[config.mk]
export PLATFORM = sky130hd
export DESIGN_NAME = dmem_access_ctrl
export DESIGN_NICKNAME = d
export VERILOG_FILES = /design/src/rtl/dmem_access_ctrl.sv
export SDC_FILE = /design/constraint.sdc
export NUM_CORES = 1
export LEC_CHECK = 0
export ABC_AREA = 0
export CAP_MARGIN = 0
export CORE_UTILIZATION = 25
export DETAILED_ROUTE_END_ITERATION = 16
export DONT_BUFFER_PORTS = 1
export GPL_TIMING_DRIVEN = 0
export HOLD_SLACK_MARGIN = 0.05
export PLACE_DENSITY = 0.47
export SETUP_SLACK_MARGIN = 0.3
export SYNTH_ARGS = -nofsm -noshare
export SYNTH_HDL_FRONTEND = slang
export SYNTH_SLANG_ARGS = --single-unit
[constraint.sdc]
create_clock -name clk -period 4.45 [get_ports clk]
set_clock_uncertainty 0.05 [all_clocks]
set_input_delay 0.6675 -clock clk [delete_from_list [all_inputs] [get_ports clk]]
set_output_delay 0.6675 -clock clk [all_outputs]
set_load 0.005 [all_outputs]
[src/rtl/dmem_access_ctrl.sv]
// MEM-stage sequencer: turns EX/MEM load/store control into a valid/ready data-memory
// request, stalls the upstream pipeline while the access is in flight, and reports errors.
module dmem_access_ctrl #(
   parameter int TIMEOUT = 255
) (
   input  logic        clk,
   input  logic        reset,
   input  logic        ex_mem_read,
   input  logic        ex_mem_write,
   input  logic [31:0] ex_addr,
   input  logic [31:0] ex_wdata,
   output logic        stall,
   output logic [31:0] mem_rdata,
   output logic        mem_rdata_valid,
   output logic        err_misaligned,
   output logic        err_timeout,
   output logic        dm_req_valid,
   output logic        dm_req_we,
   output logic [31:0] dm_req_addr,
   output logic [31:0] dm_req_wdata,
   input  logic        dm_req_ready,
   input  logic        dm_resp_valid,
   input  logic [31:0] dm_resp_rdata
);

   localparam int CW = (TIMEOUT < 1) ? 1 : $clog2(TIMEOUT + 1);

   typedef enum logic [1:0] {IDLE, REQ, WAIT_RESP, DONE} state_t;

   state_t          state, next_state;
   logic [31:0]     addr_q, wdata_q;
   logic            we_q, mis_q, to_q;
   logic [CW-1:0]   cnt;
   logic            access, cnt_max;

   assign access  = ex_mem_read | ex_mem_write;
   assign cnt_max = (cnt == CW'(TIMEOUT));

   always_ff @(posedge clk or posedge reset) begin
      if (reset) state <= IDLE;
      else       state <= next_state;
   end

   // A handshake in the same cycle the count hits TIMEOUT takes priority over the abort.
   always_comb begin
      next_state = state;
      case (state)
         IDLE: begin
            if (access) next_state = (ex_addr[1:0] != 2'b00) ? DONE : REQ;
         end
         REQ: begin
            if (dm_req_ready)  next_state = we_q ? DONE : WAIT_RESP;
            else if (cnt_max)  next_state = DONE;
         end
         WAIT_RESP: begin
            if (dm_resp_valid || cnt_max) next_state = DONE;
         end
         DONE:    next_state = IDLE;
         default: next_state = IDLE;
      endcase
   end

   always_ff @(posedge clk or posedge reset) begin
      if (reset) begin
         addr_q    <= '0;
         wdata_q   <= '0;
         we_q      <= 1'b0;
         mis_q     <= 1'b0;
         to_q      <= 1'b0;
         cnt       <= '0;
         mem_rdata <= '0;
      end else begin
         case (state)
            IDLE: begin
               if (access) begin
                  addr_q    <= ex_addr;
                  wdata_q   <= ex_wdata;
                  we_q      <= ex_mem_write;
                  mis_q     <= (ex_addr[1:0] != 2'b00);
                  to_q      <= 1'b0;
                  cnt       <= '0;
                  mem_rdata <= '0;
               end
            end
            REQ: begin
               if (dm_req_ready) cnt  <= '0;
               else if (cnt_max) to_q <= 1'b1;
               else              cnt  <= cnt + CW'(1);
            end
            WAIT_RESP: begin
               if (dm_resp_valid) mem_rdata <= dm_resp_rdata;
               else if (cnt_max)  to_q      <= 1'b1;
               else               cnt       <= cnt + CW'(1);
            end
            default: ;
         endcase
      end
   end

   // Stall is combinational so the access's first IDLE cycle already freezes EX/MEM.
   assign stall = ~reset & (((state == IDLE) & access) | (state == REQ) | (state == WAIT_RESP));

   assign dm_req_valid    = (state == REQ);
   assign dm_req_we       = (state == REQ) & we_q;
   assign dm_req_addr     = {addr_q[31:2], 2'b00};
   assign dm_req_wdata    = wdata_q;
   assign mem_rdata_valid = (state == DONE) & ~we_q;
   assign err_misaligned  = (state == DONE) & mis_q;
   assign err_timeout     = (state == DONE) & to_q;

endmodule

==> metrics.txt, run 1 <==
Skew-Pair Late Insertion Delay between 0.3 and 0.4 ns; Yosys cell types 35; Worst Hold Class input pin to async pin; diode count 0; Cell Chain, Critical Path inv_1, ha_1, o21ai_0, buf_2, buf_2, a21oi_1; H-tree lvl count 3; register area ~2700 µm²; worst stage delay on the critical path ~0.44 ns; crit share post-route between 60% and 70%; actual slew at the worst max-slew pin 1.01 ns; TritonCTS clock tree done; Cells after DPL 603; synthesized area 4440 µm²; DRT Pass-1 Iters 4; cells on worst reg2reg path 8; clk buf depth 2; fin. max-slew vios 0; share of cells above drive strength 1 23.5%; number of buffers added on ports 0; asr flop ratio synth 100%; main flop type after synthesis dfrtp_1; DP Area roughly 4800 µm²; Syn Inst Count 376; hold slack 0.243 ns; vias in the first global route roughly 2,900; CTS sink cnt ~110; dominant cell type by area after synthesis dfrtp_1; post-CTS setup buffer count 0; Die H 135 µm; Crit path top cell by count buf_2; antenna violations before repair 0; nets@finish 498; cell family with the largest share of critical-path delay buffers and inverters; I/O pin total 204; peak supply drop approximately 0.24 mV; arrival time worst endpoint around 2.1 ns; Setup CP Type flop to output pin; crit path time final 2.77 ns; Bufs and invs on worst path 3; first-pass GRT wire length roughly 15,000 µm; leak pwr 2.32 nW; Max FO, Critical Path 10; fmax 361 MHz; final setup TNS 0 ns; Synth top area share 60.3%; final setup violation count 0; Via density 4.58; Detail Route Antenna Nets 0; Worst R2R Setup Slack 1.92 ns; CTS root buf clkbuf_16; DP Wirelength 7550 µm; die area 18,300 µm²; kind of start point of the critical path flop; final core occ 29.6%; CTS Buf Count 9; final instance area 5110 µm²; Yosys warning total 0; CP endpoint kind output pin; 1st-iter DRT viols 61; number of remaining DRC errors 0; max-cap violations 0; Required @ worst endpoint 3.73 ns; FILL cells 1,802; most numerous cell in the Yosys netlist dfrtp_1; footprint of the multi-input gates 1640 µm²; hold_buf cts 0; CTS clk-pin slew, worst paths approximately 0.060 ns; GPL Wtd Cong 0.758; ranking of synthesized cells by area dfrtp_1 60%, mux2_2 16%, nand2_1 6.2%; post-route insts no fill 617; post-CTS resize count 0; FF-to-FF End mem_rdata[6]; sequential-to-total area share from yosys stat 60.3%; PwrDens between 700 and 800 nW/µm²; Crit-path slowest cell dfrtp_1; Post-synth EDFFs 0; GR Util All Layers between 10 and 15%; RSZ-0062 raised after global routing no; core area approximately 17,000 µm²; status complete, no violations; via count ~2,800; Post-Route WL 10,100 µm; Starting Density 25.7%; FP Rows 48; reg2reg start state[0]; routed length per instance 16.4 µm; most common library cells after synthesis 107 x dfrtp_1, 73 x nand2_1, 62 x mux2_2; total congestion overflow 0; largest net degree at the start of global routing 57; area grow syn2layout 15.0%; Avg Cell Area, Syn 11.8 µm²; #FFs+latches synth roughly 110; Hold Fails Final Rpt 0; Worst slew margin 32.1%; die width ~140 µm
==> report_power, final <==
group / switching [W] / internal, W
registers: 0.000294 / 0.00136
logic: 0.000616 / 0.000525
clock network: 0.000344 / 0.000600
total: 0.00125 / 0.00249
==> layout make-up <==
type | count | share of cell area [%]
Sequential cell | 107 | 52.4
Multi-Input combinational cell | 242 | 32.1
Tap cell | 225 | 5.51
Clock buffer | 9 | 4.41
Clock inverter | 5 | 2.50
Buffer | 22 | 2.11
Timing Repair Buffer | 1 | 0.539
Inverter | 6 | 0.490
==> sequential cells by signal (all words and copies together), names as in the netlist <==
signal / count
mem_rdata: 32
we_q: 1
to_q: 1
dm_req_wdata: 32
addr_q: 30
mis_q: 1
state: 2
cnt: 8
==> through the flow <==
step           setup slack (ns)  power (W)
6_report                   1.68    0.00374
5_1_grt                    1.45    0.00402
4_1_cts                    1.58    0.00382
3_5_place_dp               1.91    0.00285
3_3_place_gp             -0.232    0.00280
2_1_floorplan             0.915    0.00251
==> worst register-to-register path: cells and delay by family, from the launching register on <==
family	cells	cell delay, ns
adder cells (fa/ha/maj)	1	0.19
buffers and inverters	3	0.78
flip-flops	1	0.44
AND/OR/NAND/NOR	4	1.04
==> kinds of logic (layout without fill, tap and decap cells) <==
group                      after synthesis  count (layout)  synth area share (%)
adders and majority gates                7               7                  1.97
buffers and inverters                   28              43                  2.93
other                                    1               2                0.0844
DFF                                    107             107                  60.3
muxes                                   63              63                  15.9
AOI/OAI and AO/OA                       32              32                  4.48
and+or+nand+nor                        138             138                  14.3
==> per-layer routing <==
layer  track usage [%]  wire [µm]
met3              5.13       1240
met4              5.43        178
met2              17.0       4570
met5                 0          0
met1              13.2       4110
==> worst max-delay path by stage <==
| stage | start | end | slack (ns) | depth (start not counted) |
|---|---|---|---|---|
| 6_report | state[1] | stall | 1.68 | 6 |
| 5_1_grt | state[0] | stall | 1.45 | 6 |
| 4_1_cts | state[0] | stall | 1.58 | 6 |
| 3_5_place_dp | state[0] | mem_rdata[29] | 1.91 | 8 |
| 3_3_place_gp | reset | mem_rdata[1] | -0.23 | 1 |
| 2_1_floorplan | reset | addr_q[10] | 0.92 | 1 |
==> cells in the final DEF, fill, tap and decap left out, types with 3 or more instances in the layout <==
| cell | n |
|---|---|
| dfrtp_1 | 107 |
| clkbuf_1 | 13 |
| buf_4 | 3 |
| nand3_1 | 37 |
| and2_1 | 5 |
| a31oi_1 | 3 |
| clkbuf_16 | 9 |
| nor2_1 | 6 |
| nand2_1 | 73 |
| ha_1 | 7 |
| buf_2 | 5 |
| a211oi_1 | 3 |
| nor2b_1 | 3 |
| a21oi_1 | 11 |
| mux2_2 | 62 |
| inv_1 | 5 |
| bufinv_16 | 4 |
| o21ai_0 | 7 |
No activity file was read; power rests on OpenSTA's default activity.
==> inputs of run 2 (changes only) <==
PLACE_DENSITY = 0.49   (was 0.47)
clock period = 2.52 ns   (was 4.45 ns; I/O delays follow)
==> metrics.txt, run 2 (synthesis results as in run 1) <==
status complete, no violations; FP Rows 48 (unchanged); FILL cells 1,763 (-2.2%); DP Wirelength 8090 µm (+7.2%); Die H 135 µm (unchanged); routed length per instance 16.9 µm (+3.1%); fmax 472 MHz; CTS sink cnt 107 (unchanged); die width 135 µm (unchanged); reg2reg start state[0]; die area 18,300 µm² (unchanged); arrival time worst endpoint 1.69 ns (-0.36 ns); share of cells above drive strength 1 27.6% (+4.2 points); vias in the first global route 3,004 (+5.4%); Crit-path slowest cell dfrtp_2; clk buf depth 2 (unchanged); TritonCTS clock tree done; core area 17,300 µm² (unchanged); most common cell after layout, fill and taps aside dfrtp_1; cells on worst reg2reg path 9 (+1); number of buffers added on ports 0 (unchanged); Bufs and invs on worst path 3 (unchanged); H-tree lvl count 3 (unchanged); commonest non-fill, non-tap cells in the layout 105 x dfrtp_1, 73 x nand2_1, 62 x mux2_2, 37 x nand3_1, 10 x a21oi_1; fin. max-slew vios 0 (unchanged); DRT Pass-1 Iters 4 (unchanged); actual slew at the worst max-slew pin 0.659 ns (-0.354 ns); area grow syn2layout 15.2%; antenna violations before repair 0 (unchanged); Setup CP Type flop to output pin; Detail Route Antenna Nets 0 (unchanged); Skew-Pair Late Insertion Delay 0.34 ns (about the same); PwrDens 1250 nW/µm² (+70%); number of remaining DRC errors 0 (unchanged); total congestion overflow 0 (unchanged); final setup violation count 0 (unchanged); Met2 Routed Length 5660 µm (+24%); Top Layer Used met4; CTS clk-pin slew, worst paths 0.08 ns (+0.02 ns); Worst R2R Setup Slack 0.46 ns (-1.46 ns); routed length on met3 816 µm (-34%); via count 2,853 (+1.0%); met1 WL 3880 µm (-5.5%); first-pass GRT wire length 16,000 µm (+5.2%); FF-to-FF End mem_rdata[3]; RSZ-0062 raised after global routing yes; Hold Path Cell Cnt 2; GPL Wtd Cong 0.780 (+2.9%); worst stage delay on the critical path 0.44 ns (about the same); cell family with the largest share of critical-path delay flip-flops; Hold Path Sink we_q; Hold Fails Final Rpt 0 (unchanged); Via density 4.58 (about the same); 1st-iter DRT viols 76 (+25%); leak pwr 2.31 nW (-0.16%); diode count 0 (unchanged); crit path time final 2.12 ns; CTS Buf Count 9 (unchanged); crit share post-route a little over four fifths; max-cap violations 0 (unchanged); largest net degree at the start of global routing 44 (-23%); Hold Startpoint ex_mem_write; Max FO, Critical Path 10 (unchanged); CTS root buf clkbuf_16; final instance area 5120 µm² (+0.17%); Required @ worst endpoint 2.09 ns (-1.64 ns); peak supply drop 0.334 mV (+42%); I/O pin total 204 (unchanged); final setup TNS 0 ns (unchanged); Starting Density 25.7% (unchanged); DP Area 4770 µm² (+0.29%); Worst slew margin 56.0% (+24 points); Post-Route WL 10,500 µm (+4.1%); Cell Chain, Critical Path inv_2, ha_2, o21ai_2, buf_6, buf_4, a21oi_2; CP endpoint kind output pin; kind of start point of the critical path flop; Worst Hold Class input pin to flop; nets@finish 502 (+0.80%); GR Util All Layers 11.6% (+0.43 points)
-- run 2: changes by cell type in the layout (fill, tap and decap cells not counted), moves of 2 or more --
cell and change:
buf_12 +2, buf_4 +2, buf_6 +2, bufinv_16 -4
clkbuf_1 -4, clkbuf_2 +3, clkinv_4 +3, clkinvlp_4 +2
dfrtp_1 -2, dfrtp_2 +2, inv_1 -2, inv_2 +2
-- run 2: repair_timing --
action | in CTS | in global routing
setup buffers | 0 | 2
hold buffers | 1 | 0
endpoints found under the hold margin | 27 | 0
gates resized for setup | 12 | 13
endpoints found under the setup margin | 46 | 37
-- run 2: cell type report --
class,instances,area (µm²),share of cell area [%]
sequential,107,2680,52.3
multi-input combinational,242,1660,32.4
tap,225,282,5.50
clock buffer,10,229,4.47
buffer,22,129,2.52
timing repair buffer,5,65.1,1.27
clock inverter,6,50.0,0.978
inverter,6,26.3,0.513
-- run 2: worst reg2reg max path: cells and delay by family (launching register included) --
kind                     cells  cell delay, ns
adder cells (fa/ha/maj)      1            0.19
AND/OR/NAND/NOR              4            0.66
buffers and inverters        4            0.63
flip-flops                   1            0.44
-- run 2: where the power goes --
part           total (W)  internal [W]  leakage [nW]  switching, W
Sequential       0.00293       0.00241          1.33      0.000522
Clock            0.00133      0.000680         0.129      0.000650
Combinational    0.00212       0.00100         0.851       0.00111
-- run 2: worst max-delay path by stage --
stage / start / to / cells after the start
after detailed placement: state[0] / mem_rdata[22] / 7
after floorplan: state[0] / cnt[3] / 7
after global placement: state[0] / mem_rdata[22] / 7
after global routing: state[0] / mem_rdata[28] / 9
final: state[0] / stall / 6
after CTS: state[1] / stall / 6
-- run 2: through the flow --
step	cells	total power, W	util [%]	setup WS, ns	hold WS, ns
final	623	0.00637	29.6	0.400	0.0834
after global placement	602	0.00495	27.4	0.0435	0.408
after CTS	621	0.00647	29.4	0.305	0.0654
after detailed placement	604	0.00505	27.6	0.0582	0.333
after floorplan	377	0.00443	-	0.527	0.392
after global routing	623	0.00687	29.6	0.293	0.0857
-- run 2: layer usage --
| layer | global-route usage [%] | vias to the layer above |
|---|---|---|
| met2 | 20.6 | 109 |
| met1 | 12.3 | 1409 |
| li1 | - | 1325 |
| met4 | 4.87 | 0 |
| met5 | 0 | - |
| met3 | 4.00 | 10 |
==> inputs of run 3 (changes only) <==
clock period = 1.9 ns   (was 2.52 ns; I/O delays follow)
==> metrics.txt, run 3 (synthesis results as in run 1) <==
total congestion overflow 0 (unchanged); Worst R2R Setup Slack -0.04 ns (-0.50 ns); status finished, violations left; die area 18,300 µm² (unchanged); reg2reg start state[1]; clock share of power 18.8% (-2.1 points); Worst slew margin 54.3% (-1.7 points); final core occ 39.8% (+10 points); diode count 0 (unchanged); Detail Route Antenna Nets 0 (unchanged); Post-Route WL 12,500 µm (+19%); FP Rows 48 (unchanged); met1 Use GR 16.6% (+4.3 points); CP endpoint kind flop; FF-to-FF End cnt[3]; share of cells above drive strength 1 29.2% (+1.5 points); Comb power frac 43.5% (+10 points); dpl ws -0.468 ns (-0.526 ns); Skew-Pair Late Insertion Delay 0.35 ns (about the same); number of remaining DRC errors 0 (unchanged); peak supply drop 0.563 mV (+68%); clk buf depth 2 (unchanged); largest net degree at the start of global routing 43 (-2.3%); kind of start point of the critical path flop; DP Wirelength 8010 µm (-1.0%); antenna violations before repair 0 (unchanged); GPL Wtd Cong 0.797 (+2.2%); I/O pin total 204 (unchanged); routed length per instance 16.8 µm (-0.62%); Int Power 0.00696 W (+70%); Hold Path Sink mis_q; arrival time worst endpoint 2.17 ns (+0.48 ns); Starting Density 25.7% (unchanged); RSZ-0062 raised after global routing yes; Hold Path Cell Cnt 2 (unchanged); via count 3,396 (+19%); Hold Startpoint ex_addr[0]; max-cap violations 0 (unchanged); vias in the first global route 3,530 (+18%); area grow syn2layout 55.0%; grt met2 use 23.0% (+2.4 points); nets@finish 622 (+24%); leak pwr 3.25 nW (+40%); TritonCTS clock tree done; CTS clk-pin slew, worst paths 0.07 ns (about the same); first-pass GRT wire length 19,300 µm (+20%); die width 135 µm (unchanged); Switch Pwr 0.00361 W (+58%); cells on worst reg2reg path 7 (-2); FILL cells 1,645 (-6.7%); 1st-iter DRT viols 130 (+71%); DRT Pass-1 Iters 4 (unchanged); fin. max-slew vios 0 (unchanged); commonest non-fill, non-tap cells in the layout 105 x dfrtp_1, 97 x dlygate4sd3_1, 73 x nand2_1, 42 x mux2_4, 37 x nand3_1; hold slack 0.124 ns (+0.0401 ns); GR Util All Layers 13.8% (+2.2 points); actual slew at the worst max-slew pin 0.685 ns (+0.0259 ns); fmax 515 MHz; Via density 4.57 (-0.19%); core area 17,300 µm² (unchanged); number of buffers added on ports 0 (unchanged); M3 GR Usage 3.78% (-0.22 points); Hold Fails Final Rpt 0 (unchanged); Pwr Total 0.0106 W (+66%); CTS sink cnt 107 (unchanged); sw frac 34.1% (-1.7 points); Required @ worst endpoint 2.13 ns (+0.04 ns); H-tree lvl count 3 (unchanged); Setup CP Type flop to flop; CTS Buf Count 9 (unchanged); violated checks setup timing; Reg power frac 37.6% (-8.4 points); busiest layer in global routing met2; final instance area 6890 µm² (+35%); Die H 135 µm (unchanged); crit share post-route 102%; PwrDens 1530 nW/µm² (+23%); final setup violation count 2 (+2); crit path time final 1.94 ns; Worst Hold Class input pin to flop; setup ws final -0.0405 ns (-0.441 ns); DP Area 4890 µm² (+2.4%); CTS root buf clkbuf_16; Max FO, Critical Path 6 (-4); most common cell after layout, fill and taps aside dfrtp_1
## run 3: power by group through the flow
stage,clock network [W],registers [W],logic [W]
finish,0.00199,0.00398,0.00460
global route,0.00214,0.00406,0.00500
CTS,0.00206,0.00397,0.00446
detailed placement,0,0.00399,0.00301
global placement,0,0.00397,0.00290
floorplan,0,0.00373,0.00243
## run 3: metal layers
layer | wire, µm | part of all wire, %
met2 | 6140 | 49
met4 | 241 | 1.9
met1 | 5270 | 42
met5 | 0 | 0
met3 | 800 | 6.4
## run 3: what timing repair did
action | in CTS | in global routing
hold buffers | 97 | 0
setup buffers | 18 | 3
gates resized for setup | 90 | 15
pin swaps | 6 | 8
setup endpoints to repair | 109 | 109
cloned | 5 | 0
endpoints found under the hold margin | 123 | 0
## run 3: layout make-up
type | instances | area, µm² | share of cell area [%]
multi-input cells | 242 | 1950 | 28.3
clock inverters | 7 | 95.1 | 1.38
plain buffers | 22 | 240 | 3.49
flip-flops and latches | 107 | 2680 | 38.9
clock buffers | 9 | 225 | 3.27
repair buffers | 125 | 1380 | 20.1
inverters | 6 | 31.3 | 0.454
well taps | 225 | 282 | 4.09
## run 3: through the flow
stage / setup TNS (ns) / std cells
2_1_floorplan: 0 / 377
3_3_place_gp: -45.00 / 602
3_5_place_dp: -15.27 / 604
4_1_cts: -0.129 / 740
5_1_grt: -1.93 / 743
6_report: -0.0444 / 743
## run 3: worst max-delay path: stages, from the launching register on
cell     delay, ns
dfrtp_2       0.45
buf_12        0.14
ha_4          0.15
buf_8         0.12
a211o_1       0.27
buf_6         0.14
or4_1         0.40
a21oi_1       0.14
## run 3: how the worst max path moves through the flow
stage	from	end	slack [ns]	depth (start not counted)
2_1_floorplan	state[0]	cnt[3]	0.07	7
3_3_place_gp	reset	state[1]	-0.44	1
3_5_place_dp	state[0]	mem_rdata[20]	-0.47	7
4_1_cts	state[1]	cnt[3]	-0.05	7
5_1_grt	state[1]	cnt[3]	-0.09	7
6_report	state[1]	cnt[3]	-0.04	7
